<file path="src/rtl/sign_restore_pkg.sv">
// Shared constants, types and helpers for the sign_restore block.
package sign_restore_pkg;

    localparam int CNT_W     = 16;
    localparam int DEPTH_DEF = 16;

    function automatic int ptr_w(input int depth);
        return $clog2(depth);
    endfunction

    // Occupancy runs 0..DEPTH, so it needs one bit more than a pointer.
    typedef logic [ptr_w(DEPTH_DEF):0] fill_t;
    typedef logic [CNT_W-1:0]          cnt_t;

    function automatic cnt_t sat_inc(input cnt_t c);
        return (c == '1) ? c : c + 1'b1;
    endfunction

endpackage

</file>
<file path="src/rtl/sign_restore_fifo.sv">
// sign_fifo: 1-bit wide synchronous FIFO holding the signs of in-flight samples.
module sign_fifo
    import sign_restore_pkg::*;
#(
    parameter int DEPTH = 16
) (
    input  logic                    clk,
    input  logic                    resetn,
    input  logic                    push,
    input  logic                    pop,
    input  logic                    din,
    output logic                    full,
    output logic                    empty,
    output logic                    head,
    output logic [ptr_w(DEPTH):0]   fill
);

    localparam int            PW       = ptr_w(DEPTH);
    localparam logic [PW:0]   FULL_CNT = (PW+1)'(DEPTH);

    logic [DEPTH-1:0] r_mem;
    logic [PW-1:0]    r_wr_ptr;
    logic [PW-1:0]    r_rd_ptr;
    logic [PW:0]      r_fill;
    logic             w_push_ok;
    logic             w_pop_ok;

    // A full FIFO still accepts a push when the head leaves in the same cycle.
    assign w_push_ok = push & (~full | pop);
    assign w_pop_ok  = pop & ~empty;

    // NOTE: storage has no reset; stale bits are unreachable once pointers reset.
    always_ff @(posedge clk) begin
        if (w_push_ok) r_mem[r_wr_ptr] <= din;
    end

    // NOTE: sequential state uses <= so every register samples pre-edge values.
    always_ff @(posedge clk or negedge resetn) begin
        if (!resetn) begin
            r_wr_ptr <= '0;
            r_rd_ptr <= '0;
            r_fill   <= '0;
        end else begin
            if (w_push_ok) r_wr_ptr <= r_wr_ptr + 1'b1;
            if (w_pop_ok)  r_rd_ptr <= r_rd_ptr + 1'b1;
            case ({w_push_ok, w_pop_ok})
                2'b10:   r_fill <= r_fill + 1'b1;
                2'b01:   r_fill <= r_fill - 1'b1;
                default: r_fill <= r_fill;
            endcase
        end
    end

    assign fill  = r_fill;
    assign full  = (r_fill == FULL_CNT);
    assign empty = (r_fill == '0);
    assign head  = r_mem[r_rd_ptr];

endmodule

</file>
<file path="src/rtl/sign_restore.sv">
// sign_restore: re-applies stored signs to processed magnitudes (two's complement).
// Optional statistics counters enabled by defining SIGN_RESTORE_STAT_EN.
module sign_restore
    import sign_restore_pkg::*;
#(
    parameter int WIDTH = 16,
    parameter int DEPTH = 16
) (
    input  logic                        clk,
    input  logic                        resetn,
    input  logic                        sign_in,
    input  logic                        sign_we,
    input  logic [WIDTH-2:0]            mag_in,
    input  logic                        mag_we,
    input  logic                        clr_err,
    output logic signed [WIDTH-1:0]     out,
    output logic                        valid,
    output logic [ptr_w(DEPTH):0]       fill,
    output logic                        sign_full,
    output logic                        sign_empty,
    output logic                        ovf,
    output logic                        unf
`ifdef SIGN_RESTORE_STAT_EN
    ,
    output logic [CNT_W-1:0]            ovf_cnt,
    output logic [CNT_W-1:0]            unf_cnt
`endif
);

    logic             w_head;
    logic             w_pop;
    logic             w_ovf_evt;
    logic             w_unf_evt;
    logic [WIDTH-1:0] w_mag_ext;
    logic [WIDTH-1:0] w_restored;
    logic [WIDTH-1:0] r_out;
    logic             r_valid;
    logic             r_ovf;
    logic             r_unf;

    sign_fifo #(.DEPTH(DEPTH)) u_sign_fifo (
        .clk    (clk),
        .resetn (resetn),
        .push   (sign_we),
        .pop    (mag_we),
        .din    (sign_in),
        .full   (sign_full),
        .empty  (sign_empty),
        .head   (w_head),
        .fill   (fill)
    );

    assign w_pop     = mag_we & ~sign_empty;
    assign w_ovf_evt = sign_we & sign_full & ~mag_we;
    assign w_unf_evt = mag_we & sign_empty;
    assign w_mag_ext = {1'b0, mag_in};

    // NOTE: a default before the conditional keeps this purely combinational.
    always_comb begin
        w_restored = w_mag_ext;
        if (w_pop && w_head) w_restored = -w_mag_ext;
    end

    always_ff @(posedge clk or negedge resetn) begin
        if (!resetn) begin
            r_out   <= '0;
            r_valid <= 1'b0;
            r_ovf   <= 1'b0;
            r_unf   <= 1'b0;
        end else begin
            r_valid <= mag_we;
            if (mag_we) r_out <= w_restored;
            // An error event in the clearing cycle keeps its flag set.
            if (w_ovf_evt)    r_ovf <= 1'b1;
            else if (clr_err) r_ovf <= 1'b0;
            if (w_unf_evt)    r_unf <= 1'b1;
            else if (clr_err) r_unf <= 1'b0;
        end
    end

    assign out   = $signed(r_out);
    assign valid = r_valid;
    assign ovf   = r_ovf;
    assign unf   = r_unf;

`ifdef SIGN_RESTORE_STAT_EN
    cnt_t r_ovf_cnt;
    cnt_t r_unf_cnt;

    always_ff @(posedge clk or negedge resetn) begin
        if (!resetn) begin
            r_ovf_cnt <= '0;
            r_unf_cnt <= '0;
        end else begin
            if (w_ovf_evt)    r_ovf_cnt <= clr_err ? cnt_t'(1) : sat_inc(r_ovf_cnt);
            else if (clr_err) r_ovf_cnt <= '0;
            if (w_unf_evt)    r_unf_cnt <= clr_err ? cnt_t'(1) : sat_inc(r_unf_cnt);
            else if (clr_err) r_unf_cnt <= '0;
        end
    end

    assign ovf_cnt = r_ovf_cnt;
    assign unf_cnt = r_unf_cnt;
`endif

endmodule

</file>
<file path="config.mk">
export PLATFORM = sky130hd
export DESIGN_NAME = sign_restore
export DESIGN_NICKNAME = d
export VERILOG_FILES = /design/src/rtl/sign_restore_pkg.sv /design/src/rtl/sign_restore_fifo.sv /design/src/rtl/sign_restore.sv
export SDC_FILE = /design/constraint.sdc
export NUM_CORES = 1
export LEC_CHECK = 0
export CORE_UTILIZATION = 39
export CTS_CLUSTER_DIAMETER = 120
export CTS_CLUSTER_SIZE = 8
export DETAILED_ROUTE_END_ITERATION = 7
export PLACE_DENSITY = 0.66
export SYNTH_ARGS = -nofsm -noshare
export SYNTH_HDL_FRONTEND = slang
export SYNTH_SLANG_ARGS = --single-unit
</file>
<file path="constraint.sdc">
create_clock -name clk -period 9 [get_ports clk]
set_clock_uncertainty 0.1 [all_clocks]
set_input_delay 1.35 -clock clk [delete_from_list [all_inputs] [get_ports clk]]
set_output_delay 1.35 -clock clk [all_outputs]
set_load 0.05 [all_outputs]
</file>
# Yosys cells after proc, flatten, opt, wreduce, memory -nomap -nowiden
# Cells that the tools add are included.
# classes
div	0
n_eq_ne	3
n_reduce_logical	6
n_shift	0
n_mux	10
magnitude_cmp	3
bitwise_logic	9
addsub	5
n_mul	0
# op_table
cell	n
16-bit bitwise mux	1
16-bit two-way mux	1
15-bit negation with 16-bit output	1
4-bit by 5-bit less-than comparator with 1-bit output (second input constant)	2
5-bit case mux with 2 select lines	1
4-bit by 1-bit adder with 4-bit output (second input constant)	2
2-bit nonzero test	3
5-bit by 1-bit adder with 5-bit output (second input constant)	1
1-bit bitwise AND	5
5-bit == test (second input constant)	1
5-bit logical NOT	1
1-bit two-way mux	5
5-bit by 1-bit subtractor with 5-bit output (second input constant)	1
1-bit binary-select mux with 4-bit select	1
1-bit demux with 4-bit select	1
4-bit by 1-bit greater-or-equal comparator with 1-bit output (second input constant)	1
1-bit NOT	3
2-bit by 1-bit == test with 1-bit output (second input constant)	1
2-bit == test (second input constant)	1
1-bit logical AND	2
1-bit OR	1
# word_totals
romBits	0
latchBits	0
wordCells	44
out_inout_bits	26
memories	0
ram_bits	0
reg_bits	48
input_bits	21

# Longest topological paths before layout
# logic_depth
ltp_word	6
mapped_depth	15
mapped_depth_nobuf	12

# Hierarchy
# A second synthesis with hierarchy kept.
# hier_totals
hier_cells	243
hier_area_um2	2518.7
# by_module_without_submodules
mod	seq_area_each_um2	instances	cells_each	area_each_um2
sign_fifo	805.8	1	125	1492.7
sign_restore	475.5	1	118	1026.0

# Least setup slack after synthesis
# OpenSTA, ideal clock, no wires.
# synth_path
kind	input to register
from	in mag_we
to	reg u_sign_fifo.r_fill[4], in the netlist u_sign_fifo.fill[4]
arrival_time_ps	3486
path_stages	13
setup_slack_ps	5271
path_buffers	3
required_time_ps	8758
path_cell_list	buf_4 > o21a_1 > clkbuf_1 > inv_1 > ha_1 > clkbuf_1 > xor2_1 > ha_1 > o21a_1 > o22a_1 > a21oi_1 > mux2i_1 > xnor2_1
# synth_between
elab_chain_len	4
word_cells_on_any_way	7
cone_classes	eq/ne (2); mux (1); bitwise (3); reduce/logical (1)
# synth_lines
element	line	text
start, declared	sign_restore.sv:14	input logic mag_we,
1-bit OR	sign_restore_fifo.sv:29	assign w_push_ok = push & (~full | pop);
1-bit bitwise AND	sign_restore_fifo.sv:29	
2-bit by 1-bit == test with 1-bit output / 2-bit == test (equally long branches)	sign_restore_fifo.sv:46	case ({w_push_ok, w_pop_ok})
5-bit case mux with 2 select lines / 2-bit nonzero test (equally long branches)	--	
end signal, assigned	sign_restore_fifo.sv:47	2'b10: r_fill <= r_fill + 1'b1;
end signal, assigned	sign_restore_fifo.sv:48	2'b01: r_fill <= r_fill - 1'b1;
end signal, assigned	sign_restore_fifo.sv:49	default: r_fill <= r_fill;
end, declared	sign_restore_fifo.sv:24	logic [PW:0] r_fill;
# Parallel ways exist; a longest one is shown, timed or not.
# A chain may end at the register's enable or synchronous reset.

# Final worst setup path
# layout_path
from	in mag_we
to	reg u_sign_fifo.r_fill[4], in the netlist u_sign_fifo.fill[4]
# layout_between
word_cells_on_any_way	7
cone_classes	eq/ne (2); mux (1); bitwise (3); reduce/logical (1)
# layout_rtl
element	line	text
1-bit bitwise AND (*)	sign_restore_fifo.sv:30	assign w_pop_ok = pop & ~empty;
net u_sign_fifo.w_pop_ok	sign_restore_fifo.sv:26	logic w_pop_ok;
2-bit by 1-bit == test with 1-bit output / 2-bit == test (equally long branches)	sign_restore_fifo.sv:46	
5-bit case mux with 2 select lines / 2-bit nonzero test (equally long branches)	--	
# The timed path passes the listed nets; every way through them passes the cells marked *.

==> summary.txt <==
Die
  – Site Rows: 29
  – Die Footprint: approximately 7200 µm²
  – Top Ports: 47
  – Die W: 84.9 µm
  – Initial cell density of the core: between 40 and 50%
  – Core area: 6490 µm²
  – Die height: 84.9 µm

GRT
  – Largest net degree at the start of global routing: 39
  – First-pass GRT wire length: 9610 µm
  – GRT Total Usage: 16.9%
  – Initial antenna violation count: 0
  – Global route total overflow: 0
  – Vias in the first global route: about 2.0k

Synthesis
  – Ys async rst share: 66.7%
  – Top cell type's share of synthesized area: 29.9%
  – Number of synthesized flops with an enable pin: 16
  – Mapped Nets: 287
  – Synth top cells by count: dfrtp_1 (32), nor2_1 (20), edfxtp_1 (16)
  – Synth top area cells: dfrtp_1 (30%), edfxtp_1 (18%), ha_1 (4.7%)
  – Syn Std Cell Area: 2680 µm²
  – Count leader, synth: dfrtp_1
  – FF+latch count, synth: 48
  – Most used DFF post-synth: dfrtp_1
  – Yosys cell types: 47
  – Seq/Total Area, Yosys: 47.9%
  – Dominant cell type by area after synthesis: dfrtp_1
  – Synth Warn #: 0
  – Mean Syn Cell Area: 10.5 µm²
  – Post-Syn Instances: 256

Setup path
  – Crit. Startpoint: mag_we
  – Most numerous cell on the critical path: ha_1
  – WP buf/inv: 3
  – Worst Setup Path Type: input pin to flip-flop
  – Required time of the critical path: 9.13 ns
  – RR Startpoint: u_sign_fifo.fill[1]$_DFFE_PN0P_
  – Crit-path max cell delay: approximately 0.46 ns
  – Worst-path fanout max: 38
  – CP cell instances: clkdlybuf4s50_1 > buf_4 > inv_2 > a21oi_2 > ha_1 > xor2_1 > ha_1 > o21a_1 > o22a_1 > a21oi_1 > mux2i_1 > xnor2_1
  – CP endpoint kind: flip-flop
  – CP Data Arrival Time: between 4 and 5 ns
  – Slowest-stage cell, CP: clkdlybuf4s50_1
  – CP Launch Type: input pin
  – CP delay by family, top: buffers and inverters

Timing
  – RSZ-0062 raised after global routing: no
  – Slew @ Worst Pin: 0.681 ns
  – Final period utilization: 47.6%
  – Max Slew Vio Count: 0
  – Setup violations, final: 0
  – Final Hold Viols: 0
  – Fin worst setup slack: 4.72 ns
  – Fin crit period: 4.28 ns
  – Worst slew margin: 54.5%
  – Hold Worst Slack: 0.403 ns
  – TNS Setup: 0 ns
  – Achievable Freq: 234 MHz

Clocking
  – CTS tree: done
  – Post-CTS Hold Buffers: 0
  – Post CTS Setup Buffer Count: 0
  – Htree depth: 2
  – Number of buffers created by CTS: 5
  – Max Root-Sink Buffers: 2
  – Post-CTS sizing: 0
  – Clock transition at the registers of the reported paths: 0.09 ns
  – Clk_lat worst skew: 0.30 ns
  – Root Driver: clkbuf_8
  – # clock sinks: 48

Detailed routing
  – Routed WL per cell: roughly 15 µm
  – DR pass1 iterations: 8
  – Initial DRC Count: 128
  – DR vias: 2,084
  – DRC viols: 6
  – Via density: 5.59
  – Post-DRT Antenna Nets: 0
  – Final WL: 5630 µm

Finish
  – Register area: 1280 µm²
  – Ant diodes: 0
  – Multi-input gate area: roughly 1300 µm²
  – Post-route cell area: 3310 µm²
  – Layout cell share with drive strength beyond 1: 7.43%
  – Fin cells: 373
  – Filler cell count in the final layout: 590
  – Layout area overhead: 23.6%
  – Number of nets in the layout: 326

Job
  – # Max-Cap Violations: 0

Pwr
  – Peak supply drop: ~140 µV
  – Sw Share: 44.3%
  – Logic pwr share: about half
  – Internal: 0.635 mW
  – Pwr per Cell Area: 344 nW/µm²
  – Sw power: 0.504 mW
  – Clock share of power: 16.5%
  – Leakage: 1.32 nW
  – Seq pwr share: 33.4%

Place
  – Post-DP Area: 3170 µm²
  – Pre-CTS WS: between 4 and 5 ns
  – Placed cell count: 365
  – # port buffers: 46
  – Detailed placer's ending HPWL: 3910 µm
  – Placer congestion estimate: 0.764

Hold path
  – Worst min-delay path category: flip-flop to flip-flop
  – Min-delay src: u_sign_fifo.r_rd_ptr[3]$_DFFE_PN0P_

Outcome
  – Status: finished with violations
  – Failing checks: design-rule violations
state kept, by name, indices dropped and copies added, names as in the netlist:
signal	cells
u_sign_fifo.fill	5
unf	1
out	16
ovf	1
valid	1
u_sign_fifo.r_rd_ptr	4
u_sign_fifo.r_wr_ptr	4
u_sign_fifo.r_mem	16
layout by cell type, fill, tap and decap left out, drive strengths merged, types with 2 or more instances in the layout:
| cell type | n |
|---|---|
| o21ai | 2 |
| nand3b | 2 |
| o211ai | 2 |
| nor4 | 3 |
| and2 | 2 |
| xnor2 | 7 |
| nor3 | 9 |
| xor2 | 5 |
| a221o | 2 |
| or3 | 4 |
| a211o | 12 |
| mux2 | 3 |
| inv | 10 |
| nand4 | 14 |
| nand3 | 12 |
| dfrtp | 32 |
| ha | 10 |
| a21oi | 8 |
| nor2b | 11 |
| nor2 | 20 |
| a31oi | 8 |
| edfxtp | 16 |
| a22oi | 3 |
| mux2i | 9 |
| bufinv | 2 |
| and3 | 3 |
| clkdlybuf4s50 | 46 |
| buf | 2 |
| nand2b | 3 |
| a21boi | 2 |
| nand2 | 13 |
| a22o | 2 |
| o21a | 2 |
| clkbuf | 5 |
per-layer routing:
layer	vias to the layer above	GRT usage (%)	share of wire, %
met5	-	0	0
met4	0	5.24	1.2
met3	6	3.79	4.7
met2	51	26.7	46
met1	1009	23.2	48
li1	1018	-	-
kinds of logic after synthesis:
group	after synthesis	share of synthesized area [%]
buffers and inverters	25	4.16
XOR/XNOR	12	3.93
flip-flops	48	47.9
AO/OA/AOI/OAI	48	13.3
AND/OR/NAND/NOR	101	21.5
multiplexers	12	4.63
adder cells (fa/ha/maj)	10	4.67
metrics by stage:
stage | power [mW] | util, %
floorplan | 0.793 | -
global placement | 0.947 | 48.8
detailed placement | 0.956 | 48.8
CTS | 1.15 | 51.0
global route | 1.21 | 51.0
finish | 1.14 | 51.0
path summary, 6_finish.rpt:
| kind | to | slack (ns) | cells after the start |
|---|---|---|---|
| worst max-delay path | u_sign_fifo.fill[4]$_DFFE_PN0P_ | 4.72 | 12 |
| worst min-delay path | u_sign_fifo.r_rd_ptr[3]$_DFFE_PN0P_ | 0.40 | 1 |
| worst max register to register | u_sign_fifo.fill[4]$_DFFE_PN0P_ | 5.75 | 12 |
| worst min register to register | u_sign_fifo.r_rd_ptr[3]$_DFFE_PN0P_ | 0.40 | 1 |
| max in group asynchronous | out[8]$_DFFE_PN0P_ | 7.16 | 2 |
| min in group asynchronous | out[11]$_DFFE_PN0P_ | 1.33 | 2 |
area by class of cell:
class                           count  share of cell area (%)
Multi-Input combinational cell    183                    38.8
Tap cell                           77                    2.91
Clock inverter                      3                    2.08
Sequential cell                    48                    38.7
Clock buffer                        5                    2.08
Timing Repair Buffer               48                    14.4
Inverter                            9                    1.02
power groups by stage:
stage               clock network, mW  registers, mW  logic (mW)
global placement                    0          0.386       0.562
detailed placement                  0          0.386       0.571
floorplan                           0          0.514       0.278
global route                    0.203          0.395       0.617
finish                          0.188          0.381       0.570
CTS                             0.194          0.382       0.572
worst register-to-register path, delay by kind of cell, from the launching register on:
kind	cells	cell delay [ns]
AOI/OAI and AO/OA	4	0.82
xor gates and xnor gates	2	0.25
adders and majority gates	2	0.59
buffers and inverters	1	0.11
DFF	1	0.50
muxes	1	0.25
and+or+nand+nor	2	0.55
No activity file was read; power rests on OpenSTA's default activity.
